$ cat src/rtl/draw_bg_ctrl.sv
// draw_bg_ctrl: frame-synchronous scene controller for the race game.
// Runs the title/play/win/draw state machine and owns both character X
// positions. Button presses are latched into sticky flags during the frame
// and consumed on the tick at the start of vertical blanking, so scene and
// positions only ever change between visible frames.
//
// Handshake note: there is no valid/ready pair here. frame_tick is a
// one-cycle strobe; scene, char1_x and char2_x are valid and stable from the
// cycle frame_tick is high until the next frame_tick.
module draw_bg_ctrl #(
   parameter int X_W        = 11,
   parameter int X_START    = 32,
   parameter int FINISH_X   = 736,
   parameter int STEP       = 8,
   parameter int END_FRAMES = 180
) (
   input  logic           clk,
   input  logic           rst,
   input  logic           vblnk,
   input  logic           start,
   input  logic           p1_btn,
   input  logic           p2_btn,
   output logic [2:0]     scene,
   output logic [X_W-1:0] char1_x,
   output logic [X_W-1:0] char2_x,
   output logic           frame_tick
);

   localparam logic [2:0] S_TITLE  = 3'd0;
   localparam logic [2:0] S_PLAY   = 3'd1;
   localparam logic [2:0] S_P1_WIN = 3'd2;
   localparam logic [2:0] S_P2_WIN = 3'd3;
   localparam logic [2:0] S_DRAW   = 3'd4;

   localparam logic [X_W-1:0] X_START_V  = X_W'(X_START);
   localparam logic [X_W-1:0] FINISH_V   = X_W'(FINISH_X);
   localparam logic [X_W:0]   FINISH_W   = (X_W+1)'(FINISH_X);
   localparam logic [X_W:0]   STEP_W     = (X_W+1)'(STEP);
   localparam logic [7:0]     END_LAST   = 8'(END_FRAMES - 1);

   // edge-detect history
   logic vblnk_q, start_q, p1_q, p2_q;
   // vblnk must be seen low once after reset before a rise can tick,
   // so a vblnk already high at reset release is ignored
   logic vblnk_armed;
   logic st_pend, p1_pend, p2_pend;
   logic [7:0] end_cnt;

   logic tick;
   logic start_rise, p1_rise, p2_rise;

   logic [X_W:0]   sum1, sum2;
   logic [X_W-1:0] step1, step2;
   logic [X_W-1:0] play1, play2;

   logic [2:0]     scene_n;
   logic [X_W-1:0] x1_n, x2_n;
   logic [7:0]     cnt_n;

   assign tick       = vblnk & ~vblnk_q & vblnk_armed;
   assign start_rise = start  & ~start_q;
   assign p1_rise    = p1_btn & ~p1_q;
   assign p2_rise    = p2_btn & ~p2_q;

   // saturating step, summed one bit wider so it can never wrap
   always_comb begin
      sum1  = {1'b0, char1_x} + STEP_W;
      sum2  = {1'b0, char2_x} + STEP_W;
      step1 = (sum1 >= FINISH_W) ? FINISH_V : sum1[X_W-1:0];
      step2 = (sum2 >= FINISH_W) ? FINISH_V : sum2[X_W-1:0];
      play1 = p1_pend ? step1 : char1_x;
      play2 = p2_pend ? step2 : char2_x;
   end

   // next scene / positions / end counter, applied only on a tick
   always_comb begin
      scene_n = scene;
      x1_n    = char1_x;
      x2_n    = char2_x;
      cnt_n   = end_cnt;
      case (scene)
         S_TITLE: begin
            x1_n = X_START_V;
            x2_n = X_START_V;
            if (st_pend) scene_n = S_PLAY;
         end
         S_PLAY: begin
            x1_n = play1;
            x2_n = play2;
            cnt_n = 8'd0;
            if ((play1 == FINISH_V) && (play2 == FINISH_V)) scene_n = S_DRAW;
            else if (play1 == FINISH_V)                     scene_n = S_P1_WIN;
            else if (play2 == FINISH_V)                     scene_n = S_P2_WIN;
         end
         S_P1_WIN, S_P2_WIN, S_DRAW: begin
            if (end_cnt == END_LAST) begin
               scene_n = S_TITLE;
               cnt_n   = 8'd0;
               x1_n    = X_START_V;
               x2_n    = X_START_V;
            end else begin
               cnt_n = end_cnt + 8'd1;
            end
         end
         default: begin
            scene_n = S_TITLE;
            cnt_n   = 8'd0;
            x1_n    = X_START_V;
            x2_n    = X_START_V;
         end
      endcase
   end

   // edge history and arming of the vblank edge detector
   always_ff @(posedge clk or negedge rst) begin
      if (!rst) begin
         vblnk_q     <= 1'b0;
         start_q     <= 1'b0;
         p1_q        <= 1'b0;
         p2_q        <= 1'b0;
         vblnk_armed <= 1'b0;
      end else begin
         vblnk_q <= vblnk;
         start_q <= start;
         p1_q    <= p1_btn;
         p2_q    <= p2_btn;
         if (!vblnk) vblnk_armed <= 1'b1;
      end
   end

   // sticky press flags: a new press wins over the tick clear
   always_ff @(posedge clk or negedge rst) begin
      if (!rst) begin
         st_pend <= 1'b0;
         p1_pend <= 1'b0;
         p2_pend <= 1'b0;
      end else begin
         if (start_rise)  st_pend <= 1'b1;
         else if (tick)   st_pend <= 1'b0;
         if (p1_rise)     p1_pend <= 1'b1;
         else if (tick)   p1_pend <= 1'b0;
         if (p2_rise)     p2_pend <= 1'b1;
         else if (tick)   p2_pend <= 1'b0;
      end
   end

   // frame-gated scene, positions and end-screen counter
   always_ff @(posedge clk or negedge rst) begin
      if (!rst) begin
         scene      <= S_TITLE;
         char1_x    <= X_START_V;
         char2_x    <= X_START_V;
         end_cnt    <= 8'd0;
         frame_tick <= 1'b0;
      end else begin
         frame_tick <= tick;
         if (tick) begin
            scene   <= scene_n;
            char1_x <= x1_n;
            char2_x <= x2_n;
            end_cnt <= cnt_n;
         end
      end
   end

endmodule
$ cat config.mk
export PLATFORM = sky130hd
export DESIGN_NAME = draw_bg_ctrl
export DESIGN_NICKNAME = d
export VERILOG_FILES = /design/src/rtl/draw_bg_ctrl.sv
export SDC_FILE = /design/constraint.sdc
export NUM_CORES = 1
export LEC_CHECK = 0
export ABC_AREA = 1
export CORE_ASPECT_RATIO = 1.75
export CORE_UTILIZATION = 50
export DETAILED_ROUTE_END_ITERATION = 8
export PLACE_DENSITY = 0.79
export RECOVER_POWER = 25
export SYNTH_ARGS = -nofsm -noshare
export SYNTH_HDL_FRONTEND = slang
export SYNTH_SLANG_ARGS = --single-unit
$ cat constraint.sdc
create_clock -name clk -period 2.2 [get_ports clk]
set_clock_uncertainty 0.15 [all_clocks]
set_input_delay 0.44 -clock clk [delete_from_list [all_inputs] [get_ports clk]]
set_output_delay 0.44 -clock clk [all_outputs]
set_load 0.01 [all_outputs]
==> reports/metrics.cfg, run 1 <==
[placed_design]
place_hpwl_um=4380
dp_cells=416
gp_routability_congestion=0.930
port-buffer-count=31

[sta]
post-route-worst-setup-slack_ns=-0.0237
worst_max_slew_margin_expressed_relative_to_the_limit_pct=30.8
fmaxAchievable_mhz=450
finalHoldViolations=0
period_share_pct=101
timing_max_transition_violations_final=0
finalWorstPathRequiredPeriod_ns=2.22
setup-violations-final=2
finalHoldWorstSlack_ns=0.284
worst_slew_pin_tran_ns=1.04
grt_setup_unrepaired=true

[cts]
cts-root-buf=sky130_fd_sc_hd__clkbuf_8
numCtsBuffers=5
cts_max_level=2
cts_tree=built
clock_insertion_delay_worst_skew_ns=0.30
clock_path_buffers=2
clk_transition_reported_paths_ns=0.09
cts_sinks=42

[routing]
routed-via-count=2292
detail_route.iter0.violations=64
route.final.wire_length_um=5970
vias_per_cell=5.36
remaining_drc_errors=0
first_drt_pass_iteration_count=5
post_drt_wl_per_cell_um=13.9
drtAntennaViolNets=0

[worst_setup_path]
cp.required_ns=2.25
worstReg2RegEnd=scene[1]
critical_path_peak_fanout=7
rrSetupSlack_ns=-0.02
worst-endpoint-arrival_ns=2.28
regToRegStartpoint=char2_x[5]
path_class=reg -> reg
worstSetupEndpointType=register
start_kind=register
worst_reg_to_reg_cells=13

[global_routing]
globalRouteOverflowTotal=0
grt_start_max_net_pins=43
grt_pass1_vias=2205
antenna_violations_before_repair=0
first_pass_grt_wire_length_um=9580
track_usage_pct=25.6

[synth]
netlist_top_cells_area=sky130_fd_sc_hd__dfrtp_1 (42%), sky130_fd_sc_hd__nand2_1 (12%), sky130_fd_sc_hd__inv_1 (7.0%), sky130_fd_sc_hd__nor2_1 (6.2%), sky130_fd_sc_hd__nand3_1 (3.7%)
yosysSeqAreaShare_pct=43.7
syn_avg_cell_area_um2=7.53
synthDistinctLibCells=35
post_synth_instance_area_mm2=0.00241
synthDominantAreaCellType=sky130_fd_sc_hd__dfrtp_1
flop_and_latch_count_out_of_synthesis=42
syn_nets=329
number_of_instances_in_the_synthesized_netlist=320
yosysTopAreaCellShare_pct=41.5
ys_warn_count=0

[outcome]
outcome=finished with violations
violations=setup timing

[final_layout]
finish.cell_count_without_fillers=428
layout.cells.most_common=sky130_fd_sc_hd__nand2_1
diodes=0
finished_core_util_pct=66.7
layout_common_cells=sky130_fd_sc_hd__nand2_1 (65), sky130_fd_sc_hd__inv_1 (43), sky130_fd_sc_hd__dfrtp_1 (40)
post_route_cells_drive_above_1_share_pct=24.2
fill_cells=389
design.final.nets=384
area_growth_pct=29.2

[job]
maxCapViolCount=0

[pwr]
peakVddDrop_v=0.000759
power_per_cell_area_mw_per_mm2=1060
p_leak_uw=0.00152

[die]
die-area_mm2=0.00511
rows=33
core_region_area_mm2=0.00467
top_level_ports=32
initial_core_utilization_pct=51.7
fp.dieW_um=54.5
chipHeight_um=93.9

[worst_hold_path]
hold_start=p2_q
hold-path-cell-count=1
hold_path.class=reg -> reg
hold-path-endpoint=p2_pend

what timing repair did:
item,4_1_cts,5_1_grt
buffers inserted,0,3
hold buffers,1,0
pin swaps,2,8
endpoints found under the setup margin,3,5
gates resized for setup,2,29
hold endpoints to repair,40,0
layer usage:
metal / up-vias / share of wire [%] / global-route usage, %
li1: 1131 / - / -
met1: 1085 / 38 / 29.8
met2: 61 / 56 / 44.6
met3: 15 / 3.3 / 3.24
met4: 0 / 2.8 / 11.1
met5: - / 0 / 0
layout make-up:
type	instances	area [um^2]	area share, %
Clock buffer	5	68.8	2.21
Clock inverter	3	25.0	0.804
Inverter	51	195	6.27
Sequential cell	42	1050	33.8
Multi-Input combinational cell	225	1260	40.4
Timing Repair Buffer	50	448	14.4
Tap cell	52	65.1	2.09
critical path: stages (launching register included):
cell	delay, ns
sky130_fd_sc_hd__dfstp_2	0.62
sky130_fd_sc_hd__nand3_1	0.13
sky130_fd_sc_hd__nand2_1	0.11
sky130_fd_sc_hd__nand3_1	0.10
sky130_fd_sc_hd__o21ai_2	0.19
sky130_fd_sc_hd__nand2_4	0.11
sky130_fd_sc_hd__nand4_1	0.13
sky130_fd_sc_hd__nand3_2	0.11
sky130_fd_sc_hd__nor2_4	0.13
sky130_fd_sc_hd__nand3_2	0.10
sky130_fd_sc_hd__nand2_2	0.07
sky130_fd_sc_hd__nand2_2	0.07
sky130_fd_sc_hd__nand2_1	0.07
sky130_fd_sc_hd__nand2_1	0.05
per-stage QoR:
| stage | power (uW) | TNS (ns) | worst slack [ns] | area, um^2 |
|---|---|---|---|---|
| 2_1_floorplan | 2020 | 0 | 0.0740 | 2410 |
| 3_3_place_gp | 2590 | 0 | 0.0204 | 2900 |
| 3_5_place_dp | 2620 | -0.140 | -0.0531 | 2900 |
| 4_1_cts | 3160 | -0.0789 | -0.0425 | 3010 |
| 5_1_grt | 3530 | -0.642 | -0.217 | 3110 |
| 6_report | 3300 | -0.0405 | -0.0237 | 3110 |
worst max path at each step:
stage	startpoint	to	slack, ns	depth (start not counted)
after floorplan	char2_x[3]	scene[1]	0.07	17
after global placement	vblnk	end_cnt[7]	0.02	9
after detailed placement	vblnk	end_cnt[7]	-0.05	9
after CTS	char2_x[5]	scene[2]	-0.04	13
after global routing	char2_x[5]	scene[1]	-0.22	15
final	char2_x[5]	scene[1]	-0.02	13
sequential cells by signal, summed over array words and instances (netlist names):
signal       cells
st_pend          1
vblnk_q          1
char2_x         11
p1_q             1
end_cnt          8
scene            3
p1_pend          1
p2_pend          1
char1_x         11
start_q          1
frame_tick       1
p2_q             1
vblnk_armed      1
cells by family after synthesis:
| kind of cell | count (synthesis) | synth area share, % |
|---|---|---|
| adder cells (fa/ha/maj) | 3 | 1.56 |
| buffers and inverters | 53 | 8.25 |
| XOR/XNOR | 4 | 1.76 |
| flip-flops | 42 | 43.7 |
| AO/OA/AOI/OAI | 47 | 12.0 |
| AND/OR/NAND/NOR | 171 | 32.7 |
power breakdown:
part	total (uW)	internal [uW]	switching (uW)
clock network	530	229	301
logic	1620	705	912
registers	1160	949	208
total	3300	1880	1420
cells in the mapped netlist:
library cell	n
sky130_fd_sc_hd__a21boi_1	1
sky130_fd_sc_hd__a21o_1	1
sky130_fd_sc_hd__a21oi_1	8
sky130_fd_sc_hd__a21oi_2	2
sky130_fd_sc_hd__a21oi_4	1
sky130_fd_sc_hd__a22o_1	1
sky130_fd_sc_hd__a22oi_1	1
sky130_fd_sc_hd__a32o_1	1
sky130_fd_sc_hd__clkbuf_1	2
sky130_fd_sc_hd__clkinv_1	2
sky130_fd_sc_hd__dfrtp_1	40
sky130_fd_sc_hd__dfstp_2	2
sky130_fd_sc_hd__ha_1	3
sky130_fd_sc_hd__inv_1	45
sky130_fd_sc_hd__inv_2	4
sky130_fd_sc_hd__nand2_1	75
sky130_fd_sc_hd__nand2_2	13
sky130_fd_sc_hd__nand2_4	1
sky130_fd_sc_hd__nand3_1	18
sky130_fd_sc_hd__nand3_2	6
sky130_fd_sc_hd__nand4_1	5
sky130_fd_sc_hd__nor2_1	40
sky130_fd_sc_hd__nor2_2	5
sky130_fd_sc_hd__nor2_4	1
sky130_fd_sc_hd__nor3_1	5
sky130_fd_sc_hd__nor3b_1	2
sky130_fd_sc_hd__o21ai_0	18
sky130_fd_sc_hd__o21ai_1	2
sky130_fd_sc_hd__o21ai_2	1
sky130_fd_sc_hd__o21bai_1	1
sky130_fd_sc_hd__o22ai_1	8
sky130_fd_sc_hd__o41ai_1	1
sky130_fd_sc_hd__xnor2_1	1
sky130_fd_sc_hd__xor2_1	2
sky130_fd_sc_hd__xor2_2	1
No activity file was read; power rests on OpenSTA's default activity.
==> inputs of run 2 (changes only) <==
CORE_MARGIN = 2   (was default)
==> run 2 against run 1 <==
  * The run still ends with setup timing left
  * Final area rose by 0.68%
  * Worst setup slack got worse by 0.015 ns
  * Total power rose by 0.10%
  * Sequential cell count did not move
  * Core utilization rose by 0.46 points
  * Sequential share of layout area fell by 0.23 points
  * Clock-buffer cell count did not move
  * Highest routed layer unchanged
  * Final cell count rose by 0.47%
  * Worst hold slack got worse by 0.0018 ns
==> reports/metrics.cfg, run 2 (synthesis gave the netlist of run 1 again) <==
[cts]
cts_tree=built
numCtsBuffers=5  ; unchanged
clock_insertion_delay_worst_skew_ns=0.31  ; about the same
cts-root-buf=sky130_fd_sc_hd__clkbuf_8
cts_sinks=42  ; unchanged
clock_path_buffers=2  ; unchanged
cts_max_level=2  ; unchanged
clk_transition_reported_paths_ns=0.09  ; about the same

[die]
die-area_mm2=0.00542  ; +5.9%
initial_core_utilization_pct=51.7  ; unchanged
top_level_ports=32  ; unchanged
core_region_area_mm2=0.00467  ; unchanged
chipHeight_um=95.9  ; +2.1%
fp.dieW_um=56.5  ; +3.7%
rows=33  ; unchanged

[worst_setup_path]
critPathMostFrequentCell=sky130_fd_sc_hd__nand2_1
worst_reg_to_reg_cells=13  ; unchanged
rrSetupSlack_ns=-0.04  ; -0.02 ns
timing.critical_path.slowest_cell_delay_ns=0.62  ; about the same
path_class=reg -> reg
ordered_cell_list_for_the_critical_path=nand4_1, o21bai_1, nand2_1, inv_2, nand2_4, nand4_1, nand3_2, nor2_4, nand3_2, nand2_2, nand2_4, nand2_1, nand2_1
cpLargestDelayFamily=simple AND/OR/NAND/NOR gates
cp_num_buf_inv=1  ; +1
critical_path_peak_fanout=7  ; unchanged
worstReg2RegEnd=scene[1]
worstSetupEndpointType=register
cp.required_ns=2.26  ; about the same
start_kind=register
worst-endpoint-arrival_ns=2.29  ; about the same
cp_slowest_cell=sky130_fd_sc_hd__dfstp_2
regToRegStartpoint=char2_x[5]

[global_routing]
antenna_violations_before_repair=0  ; unchanged
grt_pass1_vias=2222  ; +0.77%
globalRouteOverflowTotal=0  ; unchanged
grt_start_max_net_pins=23  ; -47%
first_pass_grt_wire_length_um=9630  ; +0.50%
track_usage_pct=22.7  ; -2.9 points

[final_layout]
design.final.nets=386  ; +0.52%
layout.cells.most_common=sky130_fd_sc_hd__nand2_1
layout_common_cells=sky130_fd_sc_hd__nand2_1 (70), sky130_fd_sc_hd__inv_1 (42), sky130_fd_sc_hd__dfrtp_1 (40)
diodes=0  ; unchanged
area_growth_pct=30.0
layout_top_registers=char1_x x11, char2_x x11, end_cnt x8
post_route_cells_drive_above_1_share_pct=22.2  ; -2.0 points
finish.cell_count_without_fillers=430  ; +0.47%

[sta]
fmaxAchievable_mhz=447  ; -0.69%
finalWorstPathRequiredPeriod_ns=2.24  ; +0.0154 ns
worst_slew_pin_tran_ns=1.25  ; +0.211 ns
setup_tns_ns=-0.0855  ; -0.0450 ns
period_share_pct=102  ; +0.70 points
setup-violations-final=3  ; +1
worst_max_slew_margin_expressed_relative_to_the_limit_pct=16.8  ; -14 points
post-route-worst-setup-slack_ns=-0.0391  ; -0.0154 ns
timing_max_transition_violations_final=0  ; unchanged
finalHoldViolations=0  ; unchanged
grt_setup_unrepaired=true

[pwr]
peakVddDrop_v=0.000959  ; +26%
p_leak_uw=0.00154  ; +1.0%
power_per_cell_area_mw_per_mm2=1060  ; -0.57%

[routing]
post_drt_wl_per_cell_um=13.7  ; -2.1%
detail_route.iter0.violations=62  ; -3.1%
vias_per_cell=5.37  ; +0.27%
remaining_drc_errors=0  ; unchanged
drtAntennaViolNets=0  ; unchanged
first_drt_pass_iteration_count=4  ; -1
routed-via-count=2309  ; +0.74%
route.final.wire_length_um=5870  ; -1.6%

[outcome]
outcome=finished with violations
violations=setup timing

[worst_hold_path]
hold_path.class=reg -> reg
hold-path-cell-count=1  ; unchanged
hold_start=start_q
hold-path-endpoint=st_pend

[placed_design]
place_hpwl_um=4320  ; -1.4%
dp_cells=415  ; -0.24%
dp_worst_setup_slack_ns=-0.0298  ; +0.0233 ns
gp_routability_congestion=0.909  ; -2.3%
port-buffer-count=31  ; unchanged

[job]
maxCapViolCount=0  ; unchanged

==> run 2: where the power goes <==
part	switching [uW]	total [uW]	internal [uW]	leakage (uW)
Sequential	220	1170	949	0.000544
Clock	312	548	236	0.0000495
Combinational	896	1590	695	0.000944
==> run 2: worst reg2reg max path, cell delays in order (launching register included) <==
cell                       delay [ns]
sky130_fd_sc_hd__dfstp_2         0.62
sky130_fd_sc_hd__nand4_1         0.17
sky130_fd_sc_hd__o21bai_1        0.17
sky130_fd_sc_hd__nand2_1         0.11
sky130_fd_sc_hd__inv_2           0.08
sky130_fd_sc_hd__nand2_4         0.08
sky130_fd_sc_hd__nand4_1         0.15
sky130_fd_sc_hd__nand3_2         0.11
sky130_fd_sc_hd__nor2_4          0.14
sky130_fd_sc_hd__nand3_2         0.11
sky130_fd_sc_hd__nand2_2         0.09
sky130_fd_sc_hd__nand2_4         0.06
sky130_fd_sc_hd__nand2_1         0.06
sky130_fd_sc_hd__nand2_1         0.05
==> run 2: repair_timing <==
action                                  in CTS  in global routing
gates resized for setup                      5                 22
endpoints found under the setup margin       3                 17
hold buffers                                 1                  0
endpoints found under the hold margin       21                  0
pin swaps                                    6                  7
setup buffers                                5                  1
==> run 2: stage by stage <==
stage	util (%)	total power [uW]	instance area, um^2	hold WS (ns)
6_report	67.2	3310	3140	0.282
3_5_place_dp	62.0	2610	2890	0.274
3_3_place_gp	62.0	2580	2890	0.266
2_1_floorplan	-	2020	2410	-0.00559
4_1_cts	65.3	3210	3050	0.285
5_1_grt	67.2	3530	3140	0.300
==> run 2: area by class of cell <==
cell class / instances / area, um^2
sequential: 42 / 1050
inverter: 51 / 195
fill: 380 / 1530
multi-input combinational: 225 / 1250
tap: 52 / 65.1
timing repair buffer: 52 / 479
clock inverter: 3 / 26.3
clock buffer: 5 / 68.8
==> run 2: worst max-delay path by stage <==
stage                     from    endpoint  slack, ns  depth (start not counted)
finish              char2_x[5]    scene[1]      -0.04                         13
global route        char2_x[5]    scene[2]      -0.15                         13
CTS                 char2_x[4]    scene[2]     -0.005                         15
detailed placement       vblnk  end_cnt[7]      -0.03                          9
global placement         vblnk  end_cnt[7]       0.03                          9
floorplan           char2_x[3]    scene[1]       0.07                         17
==> run 2: per-layer routing <==
metal	routed length (um)	vias up	GRT usage (%)	part of all wire [%]
met5	0	-	0	0
met4	176	0	11.9	3.0
met3	166	14	3.49	2.8
met1	2330	1107	24.0	40
met2	3200	46	42.6	54
li1	-	1142	-	-
